===== config.mk =====
export PLATFORM = sky130hd
export DESIGN_NAME = apb_shared_regfile_arb
export DESIGN_NICKNAME = d
export VERILOG_FILES = /design/src/rtl/apb_shared_regfile_arb.sv
export SDC_FILE = /design/constraint.sdc
export NUM_CORES = 1
export LEC_CHECK = 0
export CAP_MARGIN = 20
export CORE_ASPECT_RATIO = 1.4
export CORE_MARGIN = 2
export CORE_UTILIZATION = 62
export CTS_CLUSTER_DIAMETER = 120
export DETAILED_ROUTE_END_ITERATION = 10
export MAX_ROUTING_LAYER = met4
export PLACE_DENSITY = 0.81
export SLEW_MARGIN = 20
export SYNTH_ARGS = -nofsm -noshare
export SYNTH_HDL_FRONTEND = slang
export SYNTH_SLANG_ARGS = --single-unit
export TNS_END_PERCENT = 1

===== constraint.sdc =====
create_clock -name FAB_CLK -period 2.2 [get_ports FAB_CLK]
set_input_delay 0.33 -clock FAB_CLK [delete_from_list [all_inputs] [get_ports FAB_CLK]]
set_output_delay 0.33 -clock FAB_CLK [all_outputs]
set_load 0.01 [all_outputs]

===== src/rtl/apb_shared_regfile_arb.sv =====
// 16 x 32-bit register bank shared between an APB3 slave port and a fabric port, one grant per edge.
// Define APB_SLVERR_EN to flag PADDR[7:6] != 0 as out-of-range with PSLVERR; otherwise addresses alias.
module apb_shared_regfile_arb (
    input  logic        FAB_CLK,
    input  logic        M2F_RESET_N,
    input  logic        PSEL,
    input  logic        PENABLE,
    input  logic        PWRITE,
    input  logic [7:0]  PADDR,
    input  logic [31:0] PWDATA,
    output logic [31:0] PRDATA,
    output logic        PREADY,
    output logic        PSLVERR,
    input  logic        FAB_REQ,
    input  logic        FAB_WE,
    input  logic [3:0]  FAB_ADDR,
    input  logic [31:0] FAB_WDATA,
    output logic        FAB_GNT,
    output logic [31:0] FAB_RDATA
);

    typedef enum logic [1:0] {IDLE, APB_ACC, FAB_ACC} state_t;

    state_t      state;
    state_t      next_state;
    logic        last_gnt_fab;
    logic        apb_req;
    logic        fab_req;
    logic        apb_oor;
    logic [3:0]  apb_idx;
    logic [31:0] regs [16];
    logic        unused_apb;

    assign apb_idx = PADDR[5:2];

`ifdef APB_SLVERR_EN
    logic apb_err;

    assign apb_oor    = |PADDR[7:6];
    assign PSLVERR    = (state == APB_ACC) && apb_err;
    assign unused_apb = ^{PENABLE, PADDR[1:0]};

    // Error flag is captured at the grant edge so it lines up with PREADY in APB_ACC.
    always_ff @(posedge FAB_CLK or negedge M2F_RESET_N) begin
        if (!M2F_RESET_N) begin
            apb_err <= 1'b0;
        end else if (next_state == APB_ACC) begin
            apb_err <= apb_oor;
        end
    end
`else
    assign apb_oor    = 1'b0;
    assign PSLVERR    = 1'b0;
    assign unused_apb = ^{PENABLE, PADDR[7:6], PADDR[1:0]};
`endif

    // A port that was just served is masked for one cycle, so neither side can starve the other.
    always_comb begin
        apb_req    = PSEL && (state != APB_ACC);
        fab_req    = FAB_REQ && (state != FAB_ACC);
        next_state = IDLE;
        if (apb_req && fab_req) begin
            next_state = last_gnt_fab ? APB_ACC : FAB_ACC;
        end else if (apb_req) begin
            next_state = APB_ACC;
        end else if (fab_req) begin
            next_state = FAB_ACC;
        end
    end

    assign PREADY  = (state == APB_ACC);
    assign FAB_GNT = (state == FAB_ACC);

    // The access itself happens on the grant edge; the following state only signals completion.
    always_ff @(posedge FAB_CLK or negedge M2F_RESET_N) begin
        if (!M2F_RESET_N) begin
            state        <= IDLE;
            last_gnt_fab <= 1'b1;
            PRDATA       <= '0;
            FAB_RDATA    <= '0;
            for (int i = 0; i < 16; i++) begin
                regs[i] <= '0;
            end
        end else begin
            state <= next_state;
            if (next_state == APB_ACC) begin
                last_gnt_fab <= 1'b0;
                if (apb_oor) begin
                    if (!PWRITE) begin
                        PRDATA <= '0;
                    end
                end else if (PWRITE) begin
                    regs[apb_idx] <= PWDATA;
                end else begin
                    PRDATA <= regs[apb_idx];
                end
            end else if (next_state == FAB_ACC) begin
                last_gnt_fab <= 1'b1;
                if (FAB_WE) begin
                    regs[FAB_ADDR] <= FAB_WDATA;
                end else begin
                    FAB_RDATA <= regs[FAB_ADDR];
                end
            end
        end
    end

endmodule


== Yosys cells after proc, flatten, opt, wreduce, memory -nomap -nowiden ==
Index checks and enable logic that the tools add are counted.
Cells by class
  order comparisons: 4
  equality and inequality tests: 7
  muxes and demuxes: 22
  bitwise gates (word level): 5
  reduce and logical (&&, ||, !) cells: 10
Operators by type and width (number)
  $mux 512: 4
  $bwmux 512: 2
  $bmux 32 s4: 2
  $demux 32 s4: 2
  $mux 32: 6
  $ge 5x5->1 const B: 2
  $lt 5x1->1 const B: 2
  $not 4->5: 2
  $mux 2: 4
  $reduce_and 3->1: 2
  $logic_and 1x1->1: 5
  $eq 2x1->1 const B: 2
  $eq 2x2->1 const B: 2
  $ne 2x2->1 const B: 2
  $reduce_bool 2->1: 2
  $not 1->1: 3
  $mux 1: 2
  $ne 2x1->1 const B: 1
  $reduce_and 2->1: 1
Word-level totals
  flip-flop bits (word level): 579
  word-level logic and storage cells: 68

== Depth between registers and ports, before layout ==
  depth in word-level cells: 9
  gate-level depth with buffers: 9
  depth with buffers taken out: 5

== Worst setup path before layout ==
No wires, ideal clock.
  path kind: in2reg
  start point: input PADDR[2]
  end point: register PRDATA[5]
  arrival time: 1.957 ns
  data required time: 2.076 ns
  slack: 0.119 ns
  stages on the path: 7
  path buffers: 3
  cell sequence: buf_2 -> clkbuf_1 -> buf_2 -> mux4_2 -> mux2i_1 -> nor3_1 -> a211o_1
Between the ends
  word-level cells in the longest chain between the ends: 4
RTL lines
  from (decl): line 9  | input logic [7:0] PADDR,
  $not 4->5 (not written as such): line 95  | PRDATA <= regs[apb_idx];
  $bmux 32 s4: line 95
  $mux 32 (not written as such) (2 in series): line 95
  to (signal assigned): line 95
  to (decl): line 11  | output logic [31:0] PRDATA,
Every way passes these cells. The select of a mux whose other input is x is not followed.
A chain may end at the register's enable or synchronous reset.

== Worst setup path in the final report ==
  start point: register state[1]
  end point: register regs[292] (netlist name)
Between the ends
  word-level cells in the longest chain between the ends: 8
  elaborated cells on any way between the ends: 15
  those cells by class: eq/ne: 5; mux: 4; reduce/logical: 6
RTL lines
  from (decl): line 24  | state_t state;
  from (signal assigned): line 85  | state <= next_state;
  $ne 2x2->1: line 60  | fab_req = FAB_REQ && (state != FAB_ACC);
  $logic_and 1x1->1: line 60
  $mux 2: line 66  | end else if (fab_req) begin
  $mux 2: line 64  | end else if (apb_req) begin
  $mux 2 (*): line 62  | if (apb_req && fab_req) begin
  $eq 2x1->1 / $eq 2x2->1 (equally long branches): line 86, 97
  $ne 2x2->1 (no source line) / $reduce_bool 2->1 (equally long branches)
  $reduce_and 3->1 (no source line)
  to (signal, indexed assignment): line 82  | regs[i] <= '0;
  to (signal, indexed assignment): line 93  | regs[apb_idx] <= PWDATA;
  to (signal, indexed assignment): line 100  | regs[FAB_ADDR] <= FAB_WDATA;
  to (decl): line 31  | logic [31:0] regs [16];
Every way passes the cells marked *; elsewhere a longest branch is shown, timed or not.

==> results.md <==
* Die X at 201 um
* Slew @ Worst Pin at 1.01 ns
* F_max at 447 MHz
* H-tree Lvls at 2
* Vias at 31.3k
* Period utilisation layout at 1.02
* Synth top area share at 0.428
* WS Path Type: reg2reg
* Fin Clk Skew at 0.0204 ns
* CP startpoint kind: flop
* Synthesized net count at 2808
* Int Power at 29100 uW
* Crit path arrival time at 2.80 ns
* CTS tree: done
* P_sw at 14600 uW
* Distinct cells, synth at 45
* Violated checks: negative setup slack
* Register clock-pin slew on the reported worst setup and hold paths at 0.06 ns
* Clock share of power at 0.224
* CTS sink cnt at 579
* R2R Path Start: state[1]
* Gr ovfl total at 0
* Final slew viol count at 0
* Vias in the first global route at 31.7k
* Main flop type after synthesis: dfrtp_1
* Final instance area at 0.0408 mm^2
* First-pass GRT wire length at 207000 um
* Ys async rst share at 1.00
* DRT antenna net count at 0
* Cell taking the most area after synthesis: dfrtp_1
* CTS root buffer: clkbuf_16
* Hold crit path type: in2reg
* Total die area at 0.0565 mm^2
* Critical path launch point: state[1]
* Final WS setup at -0.0371 ns
* Sequential area share after synthesis at 0.428
* Relative slew slack at 0.326
* Drt wl/cell at 39.1 um
* TritonCTS Buffers at 56
* Most common cell in the synthesized netlist: dfrtp_1
* Clk_lat worst skew at 0.66 ns
* Synth top area cells: dfrtp_1 43%, mux4_2 17%, o2bb2ai_1 13%
* Pin count of the biggest net entering global routing at 69
* Number of synthesized flops with an enable pin at 0
* I/O pin cnt at 150
* CTS Buffer Depth at 3
* Fin Setup TNS at -0.212 ns
* Die Ht at 280 um
* RSZ-0062 raised after global routing: true
* Maximum vdd drop at 0.000862 V
* Area Growth Syn to Fin at 20.7%
* Initial core utilization at 0.625
* Final hold vios at 0
* Total GRT Usage at 0.514
* Synth cell count leaders: 578 x dfrtp_1, 496 x a22oi_1, 496 x o2bb2ai_1, 256 x mux4_2, 200 x clkbuf_1
* Cell Rows at 101
* Logic gate share of total power at 0.342
* Total Power at 43700 uW
* CP endpoint kind: flop
* Core area at 0.0541 mm^2
* Finished Core Util at 0.755
* Cells after Synth at 2725
* Post-Route WL at 141000 um
* Synthesized area at 0.0338 mm^2
* Via density at 8.69
* Seq pwr share at 0.435
* Worst Path Max Fanout at 21
* Iteration count of the initial detailed-routing pass at 9
* Count of input and output buffers at 143
* DRT iter0 DRCs at 5689
* Area after DPL at 0.0384 mm^2
* Final net count at 2910
* Seq cells post-synth at 579
* Synth Warn # at 0
* RePlAce Congestion at 0.990
* Share of cells above drive strength 1 at 0.271
* Outcome: finished with violations
* Post-DP HPWL at 87300 um
* Leak Pwr at 0.0160 uW
* Number of max-cap violations at 0
* PwrDens at 1070 mW/mm^2
* Final setup vio count at 14
* Initial antenna violation count at 8
* # DRC at 0
* Hold slack at 0.219 ns
* WP data required at 2.77 ns
* Avg Cell Area, Syn at 12.4 um^2
* Sw frac at 0.334
* Worst hold path startpoint: PSEL
* Tmin final at 2.24 ns
## routing by layer
layer  GRT usage  vias up  routed length [um]
met4       0.380        0               13700
met2       0.724     3680               60700
met5           -        -                   0
li1            -    11349                   -
met1       0.601    15141               43500
met3       0.196     1163               22900
## layout by cell type (no fill, tap or decap), drive strengths merged, types with 5 or more instances in the layout
| master | netlist | layout |
|---|---|---|
| o22ai | 53 | 53 |
| buf | 244 | 349 |
| mux2i | 144 | 144 |
| o2bb2ai | 496 | 496 |
| nor2 | 15 | 15 |
| nand2 | 37 | 37 |
| clkinv | 0 | 11 |
| dfrtp | 578 | 578 |
| a21oi | 16 | 16 |
| a21o | 54 | 54 |
| nor2b | 10 | 10 |
| a211o | 11 | 11 |
| clkdlybuf4s50 | 0 | 133 |
| nor3 | 27 | 27 |
| diode | 0 | 11 |
| inv | 5 | 5 |
| clkbuf | 200 | 96 |
| nand3 | 34 | 34 |
| o211ai | 16 | 16 |
| a22oi | 496 | 496 |
| mux2 | 16 | 16 |
| mux4 | 256 | 256 |
## flip-flops by register name, summed over array words and instances, names as in the netlist
name,cells
regs,512
FAB_RDATA,32
PRDATA,32
state,2
last_gnt_fab,1
## repair_timing
| action | 4_1_cts | 5_1_grt |
|---|---|---|
| setup buffers | 10 | 6 |
| gates cloned | 0 | 3 |
| endpoints found under the hold margin | 35 | 0 |
| gates resized for setup | 50 | 28 |
| hold buffers | 1 | 0 |
| endpoints found under the setup margin | 481 | 538 |
| pin swaps | 16 | 12 |
## stage by stage
step           instances  setup slack (ns)
6_report            3604           -0.0371
3_3_place_gp        3471            -0.520
2_1_floorplan       2725             0.119
5_1_grt             3601           -0.0829
4_1_cts             3585           -0.0876
3_5_place_dp        3471            -0.512
## worst max-delay path, stage by stage, from the launching register on
cell       delay, ns
dfrtp_1         0.42
nor2b_4         0.22
o21a_4          0.22
buf_12          0.15
buf_12          0.11
nor3_4          0.04
buf_4           0.15
o211ai_4        0.38
buf_12          0.28
o2bb2ai_1       0.16
## power by group through the flow
stage	logic, uW	registers, uW	clock network [uW]
2_1_floorplan	9480	17600	0
3_3_place_gp	13800	18100	0
3_5_place_dp	14300	18600	0
4_1_cts	14500	18600	9670
5_1_grt	15600	19200	10100
6_report	14900	19000	9780
## worst paths after layout
path / slack [ns] / depth (start not counted) / to
setup / recovery: -0.04 / 9 / regs[292]
hold / removal: 0.22 / 5 / state[1]
setup reg to reg: -0.04 / 9 / regs[292]
hold reg to reg: 0.47 / 1 / PRDATA[4]
max in group asynchronous: 1.04 / 3 / regs[241]
min in group asynchronous: 0.28 / 2 / regs[215]
## final cells by class
| cell class | instances | area, um^2 |
|---|---|---|
| antenna | 11 | 27.5 |
| tap | 721 | 902 |
| timing repair buffer | 488 | 5660 |
| sequential | 579 | 14500 |
| fill | 3357 | 13300 |
| multi-input combinational | 1697 | 17900 |
| clock inverter | 12 | 81.3 |
| inverter | 5 | 18.8 |
| clock buffer | 91 | 1710 |
## kinds of logic after synthesis
group / after synthesis / share of synthesized area
other cells: 1 / 0.000111
flops: 579 / 0.428
simple gates: 134 / 0.0217
compound gates: 1146 / 0.275
mux: 416 / 0.218
buf+inv: 449 / 0.0568
No activity file was read; power rests on OpenSTA's default activity.
